File: config.mk
export PLATFORM = sky130hd
export DESIGN_NAME = arb_stream_mux
export DESIGN_NICKNAME = d
export VERILOG_FILES = /design/src/rtl/mux_pkg.sv /design/src/rtl/arb_grant.sv /design/src/rtl/arb_stream_mux.sv
export SDC_FILE = /design/constraint.sdc
export NUM_CORES = 1
export LEC_CHECK = 0
export CAP_MARGIN = 5
export CORE_ASPECT_RATIO = 1.75
export CORE_UTILIZATION = 35
export CTS_CLUSTER_DIAMETER = 150
export DETAILED_ROUTE_END_ITERATION = 12
export PLACE_DENSITY = 0.86
export SLEW_MARGIN = 30
export SYNTH_ARGS = -nofsm -noshare
export SYNTH_HDL_FRONTEND = slang
export SYNTH_SLANG_ARGS = --single-unit
export TNS_END_PERCENT = 100
File: constraint.sdc
create_clock -name clk -period 4.2 [get_ports clk]
set_input_delay 1.26 -clock clk [delete_from_list [all_inputs] [get_ports clk]]
set_output_delay 1.26 -clock clk [all_outputs]
set_load 0.03 [all_outputs]
File: src/rtl/mux_pkg.sv
// Shared constants and helpers for the stream multiplexers and arbiters.
package mux_pkg;

    localparam int ARB_FIXED = 0;
    localparam int ARB_RR    = 1;

    // Index width for n channels; never narrower than one bit.
    function automatic int sel_width(input int n);
        return (n <= 1) ? 1 : $clog2(n);
    endfunction

endpackage

File: src/rtl/arb_grant.sv
// Combinational grant picker: fixed priority (lowest index) or round-robin
// search upward from rr_ptr, wrapping at NUM_INPUTS.
module arb_grant
    import mux_pkg::*;
#(
    parameter int NUM_INPUTS = 4,
    parameter int SEL_W      = sel_width(NUM_INPUTS)
) (
    input  logic [NUM_INPUTS-1:0] req,
    input  logic [SEL_W-1:0]      rr_ptr,
    input  logic                  mode,
    output logic [SEL_W-1:0]      grant,
    output logic                  has_grant
);

    // First requester found wins; the search origin is 0 or rr_ptr.
    always_comb begin
        int idx;
        idx       = 0;
        grant     = '0;
        has_grant = 1'b0;
        for (int k = 0; k < NUM_INPUTS; k++) begin
            idx = (int'(mode) == ARB_RR) ? int'(rr_ptr) + k : k;
            if (idx >= NUM_INPUTS) idx = idx - NUM_INPUTS;
            if (!has_grant && req[idx]) begin
                grant     = SEL_W'(idx);
                has_grant = 1'b1;
            end
        end
    end

endmodule

File: src/rtl/arb_stream_mux.sv
// N-to-1 valid/ready stream mux with internal arbitration, packet locking
// and a single registered output stage.
module arb_stream_mux
    import mux_pkg::*;
#(
    parameter int  DATA_WIDTH = 32,
    parameter int  NUM_INPUTS = 4,
    parameter int  ARB_MODE   = 1,
    localparam int SEL_W      = sel_width(NUM_INPUTS)
) (
    input  logic                             clk,
    input  logic                             rst_n,
    input  logic [DATA_WIDTH*NUM_INPUTS-1:0] in_data_flat,
    input  logic [NUM_INPUTS-1:0]            in_last_flat,
    input  logic [NUM_INPUTS-1:0]            in_valid_flat,
    output logic [NUM_INPUTS-1:0]            in_ready_flat,
    output logic [DATA_WIDTH-1:0]            out_data,
    output logic                             out_last,
    output logic [SEL_W-1:0]                 out_sel,
    output logic                             out_valid,
    input  logic                             out_ready
);

    logic [DATA_WIDTH-1:0] out_data_q, out_data_d;
    logic                  out_last_q, out_last_d;
    logic [SEL_W-1:0]      out_sel_q,  out_sel_d;
    logic                  out_valid_q, out_valid_d;
    logic [SEL_W-1:0]      rr_ptr_q,   rr_ptr_d;
    logic                  locked_q,   locked_d;
    logic [SEL_W-1:0]      lock_idx_q, lock_idx_d;

    logic [SEL_W-1:0]      arb_idx;
    logic                  arb_has;
    logic [SEL_W-1:0]      grant;
    logic                  has_grant;
    logic                  can_load;
    logic                  sel_valid;
    logic                  sel_last;
    logic [DATA_WIDTH-1:0] sel_data;
    logic                  xfer;

    arb_grant #(
        .NUM_INPUTS (NUM_INPUTS),
        .SEL_W      (SEL_W)
    ) u_arb_grant (
        .req       (in_valid_flat),
        .rr_ptr    (rr_ptr_q),
        .mode      (ARB_MODE == ARB_RR),
        .grant     (arb_idx),
        .has_grant (arb_has)
    );

    // Grant selection, channel mux and per-channel ready; an open packet
    // pins the grant to its channel even while that channel is idle.
    always_comb begin
        can_load      = !out_valid_q || out_ready;
        grant         = locked_q ? lock_idx_q : arb_idx;
        has_grant     = locked_q || arb_has;
        sel_valid     = 1'b0;
        sel_last      = 1'b0;
        sel_data      = '0;
        in_ready_flat = '0;
        for (int i = 0; i < NUM_INPUTS; i++) begin
            if (grant == SEL_W'(i)) begin
                sel_valid = in_valid_flat[i];
                sel_last  = in_last_flat[i];
                sel_data  = in_data_flat[i*DATA_WIDTH +: DATA_WIDTH];
            end
            in_ready_flat[i] = rst_n && can_load && has_grant && (grant == SEL_W'(i));
        end
        xfer = rst_n && can_load && has_grant && sel_valid;
    end

    // Next state for the output register, packet lock and round-robin pointer.
    always_comb begin
        out_data_d  = out_data_q;
        out_last_d  = out_last_q;
        out_sel_d   = out_sel_q;
        out_valid_d = out_valid_q;
        rr_ptr_d    = rr_ptr_q;
        locked_d    = locked_q;
        lock_idx_d  = lock_idx_q;
        if (xfer) begin
            out_data_d  = sel_data;
            out_last_d  = sel_last;
            out_sel_d   = grant;
            out_valid_d = 1'b1;
            if (!sel_last) begin
                locked_d   = 1'b1;
                lock_idx_d = grant;
            end else begin
                locked_d = 1'b0;
                if (ARB_MODE == ARB_RR) begin
                    rr_ptr_d = (int'(grant) == NUM_INPUTS - 1) ? '0 : grant + SEL_W'(1);
                end
            end
        end else if (out_valid_q && out_ready) begin
            out_valid_d = 1'b0;
        end
    end

    // State registers with synchronous active-low reset.
    always_ff @(posedge clk) begin
        if (!rst_n) begin
            out_data_q  <= '0;
            out_last_q  <= 1'b0;
            out_sel_q   <= '0;
            out_valid_q <= 1'b0;
            rr_ptr_q    <= '0;
            locked_q    <= 1'b0;
            lock_idx_q  <= '0;
        end else begin
            out_data_q  <= out_data_d;
            out_last_q  <= out_last_d;
            out_sel_q   <= out_sel_d;
            out_valid_q <= out_valid_d;
            rr_ptr_q    <= rr_ptr_d;
            locked_q    <= locked_d;
            lock_idx_q  <= lock_idx_d;
        end
    end

    assign out_data  = out_data_q;
    assign out_last  = out_last_q;
    assign out_sel   = out_sel_q;
    assign out_valid = out_valid_q;

endmodule

==> Yosys cells after proc, flatten, opt, wreduce, memory -nomap -nowiden <==
Index checks and enable logic that the tools add are counted.
{ "totals": {"ff_bits": 41, "in_bits": 139, "out_inout_bits": 40, "word_cells": 90} }
{ "op_classes": {"add_sub_neg": 8, "n_lt_le_gt_ge": 8, "n_eq_ne": 4, "n_mux": 41, "n_bitwise": 1, "reduce_logical": 21} }
{ "op_table": {"columns": ["cell", "count"], "rows": [
  ["32-bit two-way mux", 8],
  ["32-bit by 4-bit < comparator with 1-bit output, second input constant", 4],
  ["32-bit by 4-bit greater-or-equal comparator with 1-bit output, second input constant", 3],
  ["32-bit by 4-bit subtractor with 32-bit output, second input constant", 3],
  ["1-bit two-way mux", 23],
  ["2-bit two-way mux", 6],
  ["1-bit logical AND", 11],
  ["1-bit binary-select mux with 2-bit select", 4],
  ["2-bit by 2-bit adder with 3-bit output, second input constant", 2],
  ["2-bit by 1-bit equality test with 1-bit output, second input constant", 2],
  ["2-bit equality test, second input constant", 2],
  ["1-bit zero test", 4],
  ["2-bit AND reduction", 2],
  ["2-bit by 3-bit subtractor with 4-bit output, second input constant", 1],
  ["2-bit by 1-bit adder with 3-bit output, second input constant", 1],
  ["2-bit by 3-bit greater-or-equal comparator with 1-bit output, second input constant", 1],
  ["2-bit by 1-bit adder with 2-bit output, second input constant", 1],
  ["2-bit zero test", 1],
  ["1-bit logical OR", 2],
  ["2-bit nonzero test", 1],
  ["1-bit NOT", 1]
]} }

==> Logic depth before layout (Yosys ltp) <==
{ "logic_depth": {"depth_word": 23, "ltp_mapped": 16, "depth_no_buf": 11} }

==> Hierarchy <==
A second synthesis with hierarchy kept.
{ "unflattened": {"hier_cells": 355, "area_unflattened_um2": 2717.6} }
{ "modules_own_cells": {"columns": ["module", "n_inst", "cells_each", "area_each_um2", "seq_area_each_um2"], "rows": [
  ["arb_stream_mux", 1, 319, 2467.4, 820.8],
  ["arb_grant", 1, 36, 250.2, 0.0]
]} }

==> Worst setup path after synthesis <==
Ideal clock, no wire load.
{ "synth_timing": {"kind": "input to output", "start": "input port in_valid_flat[2]", "end": "output port in_ready_flat[2]", "t_arrival_ps": 3148, "required_time_ps": 2940, "path_slack_ps": -208, "cell_stages": 9, "n_path_buf": 2, "cell_sequence": "or4_1 > o21ai_1 > o41ai_2 > inv_1 > ha_1 > buf_2 > inv_2 > clkbuf_1 > nor2_1"} }
{ "synth_between": {"elab_chain_cells": 16, "elab_cells_between_ends": 31, "classes_between": "eq/ne (1); mux (21); reduce/logical (9)"} }
{ "synth_lines": {"columns": ["element", "line", "rtl"], "rows": [
  ["start, declared", "arb_stream_mux.sv:15", "input logic [NUM_INPUTS-1:0] in_valid_flat,"],
  ["1-bit binary-select mux with 2-bit select", "arb_grant.sv:25", "if (!has_grant && req[idx]) begin"],
  ["1-bit two-way mux (implied by the code) (2 in series)", "arb_grant.sv:25", null],
  ["1-bit two-way mux", "arb_grant.sv:25", null],
  ["1-bit zero test", "arb_grant.sv:25", null],
  ["1-bit logical AND", "arb_grant.sv:25", null],
  ["1-bit two-way mux", "arb_grant.sv:25", null],
  ["1-bit zero test", "arb_grant.sv:25", null],
  ["1-bit logical AND", "arb_grant.sv:25", null],
  ["1-bit two-way mux", "arb_grant.sv:25", null],
  ["1-bit zero test", "arb_grant.sv:25", null],
  ["1-bit logical AND", "arb_grant.sv:25", null],
  ["2-bit two-way mux *", "arb_grant.sv:25", null],
  ["2-bit two-way mux *", "arb_stream_mux.sv:57", "grant = locked_q ? lock_idx_q : arb_idx;"],
  ["net grant[0]", "arb_stream_mux.sv:34", "logic [SEL_W-1:0] grant;"],
  ["2-bit equality test *", "arb_stream_mux.sv:69", "in_ready_flat[i] = rst_n && can_load && has_grant && (grant == SEL_W'(i));"],
  ["1-bit logical AND *", "arb_stream_mux.sv:69", null],
  ["end, declared", "arb_stream_mux.sv:16", "output logic [NUM_INPUTS-1:0] in_ready_flat,"]
]} }
Mark *: on every way through the listed nets, which the timed path passes. The rest lies on a longest branch. The select of a mux whose other input is x is not followed.

==> Worst setup path in the final report <==
{ "layout_timing": {"start": "input port in_valid_flat[2]", "end": "output port in_ready_flat[0]"} }
{ "layout_between": {"elab_chain_cells": 16, "elab_cells_between_ends": 31, "classes_between": "mux (21); reduce/logical (10)"} }
{ "layout_lines": {"columns": ["element", "line"], "rows": [
  ["1-bit binary-select mux with 2-bit select", "arb_grant.sv:25"],
  ["1-bit two-way mux (implied by the code) (2 in series)", "arb_grant.sv:25"],
  ["1-bit two-way mux", "arb_grant.sv:25"],
  ["1-bit zero test", "arb_grant.sv:25"],
  ["1-bit logical AND", "arb_grant.sv:25"],
  ["1-bit two-way mux", "arb_grant.sv:25"],
  ["1-bit zero test", "arb_grant.sv:25"],
  ["1-bit logical AND", "arb_grant.sv:25"],
  ["1-bit two-way mux", "arb_grant.sv:25"],
  ["1-bit zero test", "arb_grant.sv:25"],
  ["1-bit logical AND", "arb_grant.sv:25"],
  ["2-bit two-way mux *", "arb_grant.sv:25"],
  ["2-bit two-way mux *", "arb_stream_mux.sv:57"],
  ["net grant[0]", "arb_stream_mux.sv:34"],
  ["2-bit zero test *", "arb_stream_mux.sv:69"],
  ["1-bit logical AND *", "arb_stream_mux.sv:69"]
]} }
Marked as above.

==> results.ini <==
[yosys]
syn-num-nets=486
synthArstFlopShare_pct=0
avgSynthCellArea_um2=7.32
yosys.cell_types.count=40
yosysWarnings=0
ys_seq_area_share_pct=32.7
syn_area_mm2=0.00251
postSynthCellCount=343
yosys_register_bits=41
synth-main-ff-cell=dfxtp_1
synth_edf_count=0

[power_and_ir_drop]
switching_power_uw=1820
internal_power_uw=1990
swShare_pct=47.8
powerDensity_mw_per_mm2=830
peakVddDrop_uv=456
p_comb_share_pct=70.7
clockPowerShare_pct=10.3
leakagePower_uw=0.00169
seqPwrFrac_pct=18.9

[global_routing]
antenna_found_initial=0
grt_pass1_vias=3250
grt.overflow.total=0
grt_usage_pct=25.4
grt_max_degree=41
grt_pass1_wl_um=14800

[placed_design]
dp_hpwl_um=7060
dpl_cell_area_mm2=0.00443
gp_congestion=0.835
io_buffers=178

[die]
dieArea_mm2=0.00753
ios=179
rows=40
die_h_um=114
coreArea_mm2=0.00691
start_util_pct=36.4
fp.dieW_um=66.0

[routing]
drt_iter0_markers=241
vias_per_cell=5.43
drc=0
routed_wl_um=9610
vias=3255
drt_first_pass_iters=4
post_drt_wl_per_cell_um=16.0
antenna_left=0

[worst_setup_path]
timing.rr.start=rr_ptr_q[1]
rr_endpoint=out_data[5]
r2r_cells=12
cp_max_fo=7
startpoint_type=input port
crit_arrival_ns=2.74
required_ns=2.94
cp-end-kind=primary output
crit_type=in2out
rrSetupSlack_ns=1.01

[clock_tree]
cts.clk_slew.worst_paths_ns=0.05
clock_sinks=41
h-tree-depth=2
cts_tree=done
postCtsHoldBufs=0
clkLatencyLatePin_ns=0.28
clockRootBuffer=clkbuf_16
cts_buffers=5
clockBufferDepth=2

[timing]
hold_violations=0
rsz0062_at_grt=no
slew_headroom_pct=71.2
skew_ns=0.00620
fin_crit_ns=4.00
finalSetupViolCount=0
worstMarginPinSlew_ns=0.432
fin_crit_sh_pct=95.3
setup_tns_ns=0
max_freq_mhz=250
finalMaxSlewViolations=0

[worst_hold_path]
holdPathEnd=out_last
worst_hold_path_type=reg2reg
min_delay_path_depth=2
hold_start=out_last

[finish]
diodes=0
nNetsFinal=658
fin_area_mm2=0.00459
syn_to_final_growth_pct=82.7
drive_gt1_share_pct=10.1

[outcome]
status=completed

[flow_run]
cap_violations=0

placed cells by master (no fill, tap or decap), types with 2 or more instances in the layout:
| cell | n |
|---|---|
| buf_4 | 25 |
| nor3_1 | 31 |
| inv_2 | 2 |
| a211oi_1 | 2 |
| mux2i_1 | 3 |
| nand2b_1 | 5 |
| clkbuf_2 | 4 |
| nor2_1 | 37 |
| a21oi_1 | 73 |
| nand2_1 | 8 |
| o21ai_1 | 7 |
| clkbuf_16 | 5 |
| inv_1 | 8 |
| clkbuf_8 | 2 |
| nand3b_1 | 2 |
| ha_1 | 3 |
| and2_1 | 2 |
| a221oi_1 | 31 |
| nor2b_1 | 2 |
| o21ai_0 | 30 |
| clkdlybuf4s50_1 | 170 |
| dfxtp_1 | 41 |
metal layers:
metal  vias up  track usage (%)  part of all wire [%]
li1       1622                -                     -
met1      1467             25.7                    37
met2       136             47.1                    54
met3        30             4.98                   5.8
met4         0             13.5                   3.9
met5         -                0                     0
stage by stage:
step / setup slack [ns] / utilization (%) / cells / hold WS, ns / power [uW]
global route: 0.0765 / 66.4 / 600 / 0.506 / 4100
CTS: 0.000250 / 66.5 / 599 / 0.502 / 3820
detailed placement: -0.450 / 64.1 / 591 / 0.479 / 3390
floorplan: 0.00134 / - / 343 / 0.498 / 2460
global placement: -0.248 / 64.1 / 591 / 0.485 / 3320
finish: 0.198 / 66.4 / 600 / 0.497 / 3810
power by group through the flow:
| stage | logic, uW | clock network, uW | registers (uW) |
|---|---|---|---|
| after floorplan | 1410 | 0 | 1050 |
| after global placement | 2610 | 0 | 710 |
| after detailed placement | 2670 | 0 | 716 |
| after CTS | 2700 | 402 | 718 |
| after global routing | 2930 | 418 | 746 |
| final | 2700 | 394 | 721 |
cell type report:
class / count / area [um^2]
timing repair buffer: 200 / 1930
inverter: 10 / 37.5
clock inverter: 1 / 5.00
fill: 584 / 2320
sequential: 41 / 821
tap: 84 / 105
multi-input combinational: 257 / 1540
clock buffer: 7 / 153
flip-flops by register name, summed over array words and instances (netlist names):
signal,flops
out_last,1
locked_q,1
out_sel,2
lock_idx_q,2
out_data,32
rr_ptr_q,2
out_valid,1
repair_timing:
item,in CTS,in global routing
pin swaps,2,1
setup buffers,0,1
gates resized for setup,8,9
endpoints found under the setup margin,42,4
endpoints found under the hold margin,0,0
worst max-delay path by stage:
stage | depth (start not counted) | to | slack (ns) | startpoint
floorplan | 9 | in_ready_flat[2] | 0.001 | in_valid_flat[2]
global placement | 10 | in_ready_flat[3] | -0.25 | in_valid_flat[1]
detailed placement | 13 | out_data[30] | -0.45 | in_valid_flat[0]
CTS | 9 | in_ready_flat[0] | 0.0002 | in_valid_flat[2]
global route | 10 | in_ready_flat[3] | 0.08 | in_valid_flat[0]
finish | 9 | in_ready_flat[0] | 0.20 | in_valid_flat[2]
synthesized netlist by cell type, types with 2 or more instances:
cell type / count / area, um^2
and2_1: 2 / 12.5
mux2i_1: 3 / 30.0
nor3_1: 31 / 155
buf_2: 10 / 50.1
buf_4: 3 / 22.5
a221oi_1: 31 / 272
nor2b_1: 2 / 12.5
o21ai_0: 31 / 155
a21oi_1: 73 / 365
ha_1: 4 / 50.1
clkbuf_1: 19 / 71.3
nand3b_1: 2 / 15.0
inv_1: 9 / 33.8
buf_1: 2 / 7.51
o21ai_1: 7 / 35.0
nand2_1: 8 / 30.0
nand2b_1: 5 / 31.3
nor2_1: 38 / 143
a211oi_1: 2 / 15.0
dfxtp_1: 41 / 821
cell families (layout without fill, tap and decap cells):
logic type	Yosys count	count (layout)	synth area share (%)
buffers and inverters	45	218	7.97
AO/OA/AOI/OAI	156	156	38.3
flip-flops	41	41	32.7
adder cells (fa/ha/maj)	4	4	1.99
multiplexers	3	3	1.20
AND/OR/NAND/NOR	94	94	17.9
worst max-delay path, stage by stage:
cell and delay, ns:
clkbuf_2 0.14, or4_4 0.56, o21ai_2 0.09, o41ai_4 0.11
inv_2 0.10, ha_1 0.16, inv_1 0.04, nor2_1 0.10
buf_4 0.17
Note: power is estimated with default switching activity, not from simulation.
